File: src/rtl/scan_sequencer.sv
// -----------------------------------------------------------------------------
// scan_sequencer
//
// Produces the 3-bit channel index and enable for a downstream 3-to-8 one-hot
// decoder. Steps through the eight channels in ascending or descending order,
// holds each enabled channel for a programmable dwell, and skips channels
// whose mask bit is clear.
//
// Optional feature macro: SCAN_SEQUENCER_BLANK_EN
//   Defined   : every channel change inserts one BLANK cycle (sel already shows
//               the new channel, en=0) to give the decoder a dead time.
//   Undefined : channels change back-to-back with en continuously high.
//
// Ports
//   clk       in   1        rising-edge clock
//   rst       in   1        synchronous active-high reset
//   start     in   1        pulse: begin scanning (acted on only in IDLE)
//   stop      in   1        pulse: end scanning, return to IDLE
//   dwell     in   DWELL_W  cycles per channel (0 behaves as 1)
//   mask      in   8        channel enables, bit i=1 visits channel i
//   dir       in   1        0 = ascending, 1 = descending
//   sel       out  3        channel index to decoder
//   en        out  1        decoder enable
//   wrap      out  1        one-cycle pulse on return to the first channel
//   busy      out  1        high whenever not IDLE
//   state_dbg out  2        current FSM state (IDLE=0, SCAN=1, BLANK=2)
//
// Control semantics: start and stop are level-sampled single-cycle pulses with
// no handshake. Priority is rst > stop > start; start outside IDLE is ignored.
// All outputs are registered.
// -----------------------------------------------------------------------------
module scan_sequencer #(
  parameter int DWELL_W = 8
) (
  input  logic               clk,
  input  logic               rst,
  input  logic               start,
  input  logic               stop,
  input  logic [DWELL_W-1:0] dwell,
  input  logic [7:0]         mask,
  input  logic               dir,
  output logic [2:0]         sel,
  output logic               en,
  output logic               wrap,
  output logic               busy,
  output logic [1:0]         state_dbg
);

`ifdef SCAN_SEQUENCER_BLANK_EN
  typedef enum logic [1:0] {
    IDLE  = 2'd0,
    SCAN  = 2'd1,
    BLANK = 2'd2
  } state_t;
`else
  typedef enum logic [1:0] {
    IDLE  = 2'd0,
    SCAN  = 2'd1
  } state_t;
`endif

  state_t             state_q, state_d;
  logic [2:0]         sel_q, sel_d;
  logic               en_q, en_d;
  logic               wrap_q, wrap_d;
  logic               busy_q, busy_d;
  logic [DWELL_W-1:0] cnt_q, cnt_d;

  logic [DWELL_W-1:0] dwell_eff;
  logic [2:0]         first_ch;
  logic [2:0]         next_ch;
  logic               next_wrap;
  logic               next_found;

  // A dwell of zero would otherwise never reach the advance point.
  assign dwell_eff = (dwell == '0) ? DWELL_W'(1) : dwell;

  // First enabled channel: lowest set bit ascending, highest set bit descending.
  // The loop direction is chosen so the last assignment wins.
  always_comb begin
    first_ch = 3'd0;
    if (!dir) begin
      for (int i = 7; i >= 0; i--) begin
        if (mask[i]) first_ch = 3'(i);
      end
    end else begin
      for (int i = 0; i < 8; i++) begin
        if (mask[i]) first_ch = 3'(i);
      end
    end
  end

  // Nearest set bit after sel in the scan direction. The signed position
  // leaving 0..7 means the search stepped across the 7/0 boundary. With a
  // single enabled channel the search ends at distance 8, which always counts
  // as a wrap.
  always_comb begin
    next_ch    = sel_q;
    next_wrap  = 1'b0;
    next_found = 1'b0;
    for (int k = 1; k <= 8; k++) begin
      int p;
      p = dir ? (int'(sel_q) - k) : (int'(sel_q) + k);
      if (!next_found && mask[p[2:0]]) begin
        next_found = 1'b1;
        next_ch    = p[2:0];
        next_wrap  = (p < 0) || (p > 7);
      end
    end
  end

  always_ff @(posedge clk) begin
    if (rst) begin
      state_q <= IDLE;
      sel_q   <= 3'd0;
      en_q    <= 1'b0;
      wrap_q  <= 1'b0;
      busy_q  <= 1'b0;
      cnt_q   <= '0;
    end else begin
      state_q <= state_d;
      sel_q   <= sel_d;
      en_q    <= en_d;
      wrap_q  <= wrap_d;
      busy_q  <= busy_d;
      cnt_q   <= cnt_d;
    end
  end

  always_comb begin
    state_d = state_q;
    sel_d   = sel_q;
    en_d    = en_q;
    wrap_d  = 1'b0;
    busy_d  = busy_q;
    cnt_d   = cnt_q;

    unique case (state_q)
      IDLE: begin
        en_d   = 1'b0;
        busy_d = 1'b0;
        if (start && !stop && (mask != 8'd0)) begin
          state_d = SCAN;
          sel_d   = first_ch;
          en_d    = 1'b1;
          busy_d  = 1'b1;
          cnt_d   = dwell_eff;
        end
      end

      SCAN: begin
        if (stop) begin
          state_d = IDLE;
          en_d    = 1'b0;
          busy_d  = 1'b0;
        end else if (cnt_q > DWELL_W'(1)) begin
          cnt_d = cnt_q - DWELL_W'(1);
        end else if (mask == 8'd0) begin
          // Nothing left to visit; sel keeps the last channel shown.
          state_d = IDLE;
          en_d    = 1'b0;
          busy_d  = 1'b0;
        end else begin
          sel_d  = next_ch;
          wrap_d = next_wrap;
`ifdef SCAN_SEQUENCER_BLANK_EN
          state_d = BLANK;
          en_d    = 1'b0;
`else
          en_d    = 1'b1;
          cnt_d   = dwell_eff;
`endif
        end
      end

`ifdef SCAN_SEQUENCER_BLANK_EN
      BLANK: begin
        if (stop) begin
          state_d = IDLE;
          en_d    = 1'b0;
          busy_d  = 1'b0;
        end else begin
          // Dwell is sampled here, on entry to the new channel.
          state_d = SCAN;
          en_d    = 1'b1;
          cnt_d   = dwell_eff;
        end
      end
`endif

      default: begin
        state_d = IDLE;
        en_d    = 1'b0;
        busy_d  = 1'b0;
      end
    endcase
  end

  assign sel       = sel_q;
  assign en        = en_q;
  assign wrap      = wrap_q;
  assign busy      = busy_q;
  assign state_dbg = state_q;

endmodule

File: config.mk
export PLATFORM = sky130hd
export DESIGN_NAME = scan_sequencer
export DESIGN_NICKNAME = d
export VERILOG_FILES = /design/src/rtl/scan_sequencer.sv
export SDC_FILE = /design/constraint.sdc
export NUM_CORES = 1
export LEC_CHECK = 0
export CAP_MARGIN = 0
export CORE_UTILIZATION = 40
export DETAILED_ROUTE_END_ITERATION = 8
export SYNTH_ARGS = -nofsm -noshare
export SYNTH_HDL_FRONTEND = slang
export SYNTH_SLANG_ARGS = --single-unit
File: constraint.sdc
create_clock -name clk -period 6.3 [get_ports clk]
set_input_delay 1.89 -clock clk [delete_from_list [all_inputs] [get_ports clk]]
set_output_delay 1.89 -clock clk [all_outputs]
set_load 0.02 [all_outputs]
==> results.toml <==
[flow_run]
cap_violations = 0

[synthesis]
synth_edf_count = 0
synth_seq_cells = 15
ys_types = 63
synth_warnings = 0
synth_nets = 290
syn_area_per_cell_um2 = 8.00
syn-cell-area_um2 = 2070
synthArstFlopShare_pct = 0
ys_seq_area_share_pct = 14.5
synthCells = 259
ys.flop_type = "dfxtp_1"

[worst_setup_path]
critPathLaunchType = "input pin"
worst_ep_required_time_ns = 6.41
crit_chain = "clkdlybuf4s50_1, inv_1, ha_1, nor2_1, mux4_2, nor4bb_2, o21ai_1, o32a_1, o21ai_1, a311oi_1"
rr_startpoint = "sel[0]"
critical_path_class = "input pin to register"
cpMostUsedCell = "o21ai_1"
path_buf_inv = 2
reg2reg_to = "sel[0]"
path_max_fanout = 16
cpMaxStageDelayCell = "clkdlybuf4s50_1"
worst-r2r-setup-slack_ns = 2.56
cp_data_arrival_time_ns = 4.98
crit_path_max_incr_delay_ns = 1.04
crit_family = "buffers and inverters"
reg2reg_depth = 9
crit_path_end_kind = "register"

[die]
die_w_um = 74.0
die_area_um2 = 5470
die_y_um = 74.0
rows = 25
core_um2 = 4850
io_pins = 29
start_util_pct = 42.7

[timing]
slew_headroom_pct = 36.0
fin_ws_ns = 1.43
rsz0062_at_grt = "false"
fin_crit_sh_pct = 77.4
finalSetupViolations = 0
maxSlewViolCount = 0
fin_crit_ns = 4.87
fmaxAchievable_mhz = 205
clock_skew_ns = 0.00460
hold_viol = 0
final.setup.tns_ns = 0
worst_hold_slack_ns = 0.480
worst_slew_pin_slew_ns = 0.959

[layout]
fin_cells = 348
layout-drive-gt1-share_pct = 13.5
area_growth_syn_to_layout_pct = 16.8
fin_util_pct = 49.9
n_antenna_cell = 0
final_area_um2 = 2420
final_nets = 313

[global_routing]
grt.overflow.total = 0
met2_usage_pct = 32.1
grt_max_degree = 21
antenna_found_initial = 0
grt_usage_pct = 21.7
grtUsageMet1_pct = 33.2
grt_pass1_vias = 1822
top_usage_layer = "met1"
grt_pass1_wl_um = 9180
grt_util_met3_pct = 3.66

[placed_design]
io_buffers = 27
placed_cell_area_um2 = 2370
place_hpwl_um = 4170
post-place-ws_ns = 1.20
dp_cells = 344
routabilityCongestion = 0.912

[cts]
tritoncts = "built"
holdBufCountCts = 0
ctsResizeCount = 0
cts_inserted_buffers = 3
post_cts_buffers = 0
clock_latency_ns = 0.25
htreeDepth = 1
cts_buffer_depth = 2
path_clk_slew_ns = 0.06
cts_root_buf = "clkbuf_8"
cts_sinks = 15

[drt]
viasPerCell = 5.85
drt-total-wl_um = 5520
drc = 0
drt_iter0_drc = 168
vias = 2035
avgRoutedWirePerCell_um = 15.9
drtPass1Iterations = 4
route.antenna.remaining_nets = 0

[hold_path]
hold_start = "busy"
min_path_cells = 1
hold_path_end = "busy"
hp-class = "register to register"

[power]
p_per_area_nw_per_um2 = 196
peakVddDrop_mv = 0.130
power_mw = 0.475
leakagePower_nw = 0.876

[outcome]
outcome = "finished clean"
-- cell usage after synthesis, types with 4 or more instances --
| library cell | count | share of area [%] |
|---|---|---|
| dfxtp_1 | 15 | 14 |
| nand3_1 | 4 | 0.97 |
| nor3_1 | 7 | 1.7 |
| nand2_1 | 22 | 4.0 |
| and2_1 | 4 | 1.2 |
| o21ai_0 | 18 | 4.3 |
| nor2_1 | 35 | 6.3 |
| a211oi_1 | 8 | 2.9 |
| mux2_4 | 5 | 3.6 |
| mux2i_1 | 18 | 8.7 |
| inv_1 | 8 | 1.4 |
| nor4_1 | 5 | 1.5 |
| ha_1 | 10 | 6.0 |
| a21oi_1 | 22 | 5.3 |
| mux2_2 | 6 | 3.3 |
-- kinds of logic after synthesis --
| family | count (synthesis) | share of synthesized area [%] |
|---|---|---|
| simple gates | 88 | 20.7 |
| compound gates | 84 | 27.8 |
| mux | 34 | 20.6 |
| buf+inv | 20 | 4.71 |
| flops | 15 | 14.5 |
| fa+ha+maj | 10 | 6.04 |
| xor+xnor | 7 | 5.50 |
| other cells | 1 | 0.181 |
-- routing by layer --
layer,vias up,part of all wire [%]
li1,1021,-
met1,934,51
met2,76,42
met3,4,5.8
met4,0,0.74
met5,-,0
-- where the power goes --
| part | internal [mW] | switching [mW] | total [mW] | leakage, nW |
|---|---|---|---|---|
| combinational | 0.120 | 0.160 | 0.280 | 0.728 |
| clock | 0.0438 | 0.0341 | 0.0778 | 0.0255 |
| sequential | 0.101 | 0.0157 | 0.117 | 0.123 |
| total | 0.265 | 0.210 | 0.475 | 0.876 |
-- state kept, by name, summed over array words and instances (netlist names) --
| signal | flops |
|---|---|
| state_dbg | 1 |
| sel | 3 |
| cnt_q | 8 |
| wrap | 1 |
| busy | 1 |
| en | 1 |
-- placed cells by master, fill, tap and decap left out, types with 2 or more instances in the layout --
cell | synthesis | routed
a211oi_1 | 8 | 8
a21boi_1 | 2 | 2
a21oi_1 | 22 | 22
a22oi_1 | 3 | 3
a311oi_1 | 2 | 2
a31o_2 | 2 | 2
a31oi_1 | 2 | 2
and2_1 | 4 | 4
clkbuf_8 | 0 | 3
clkdlybuf4s50_1 | 0 | 27
dfxtp_1 | 15 | 15
ha_1 | 10 | 10
inv_1 | 8 | 8
inv_2 | 2 | 2
mux2_2 | 6 | 6
mux2_4 | 5 | 5
mux2i_1 | 18 | 18
mux4_2 | 3 | 3
nand2_1 | 22 | 22
nand2b_1 | 3 | 3
nand3_1 | 4 | 4
nor2_1 | 35 | 35
nor3_1 | 7 | 7
nor4_1 | 5 | 5
o211ai_1 | 3 | 3
o21ai_0 | 18 | 18
o21ai_1 | 3 | 3
o31a_1 | 2 | 2
o31ai_1 | 2 | 2
xnor2_1 | 3 | 3
-- how the worst max path moves through the flow --
stage | endpoint | depth (start not counted) | startpoint | slack [ns]
after global placement | sel[2] | 10 | dir | 1.25
after global routing | sel[2] | 10 | dir | 1.14
after CTS | sel[2] | 10 | dir | 1.44
after detailed placement | sel[2] | 10 | dir | 1.20
final | sel[2] | 10 | dir | 1.43
after floorplan | sel[0] | 10 | dir | 2.44
-- layout make-up --
type / count / area (µm²)
flip-flops and latches: 15 / 300
clock inverters: 1 / 5.00
fillers: 499 / 2430
multi-input cells: 224 / 1670
repair buffers: 28 / 278
inverters: 10 / 37.5
well taps: 67 / 83.8
clock buffers: 3 / 41.3
(Power assumes the default switching activity.)
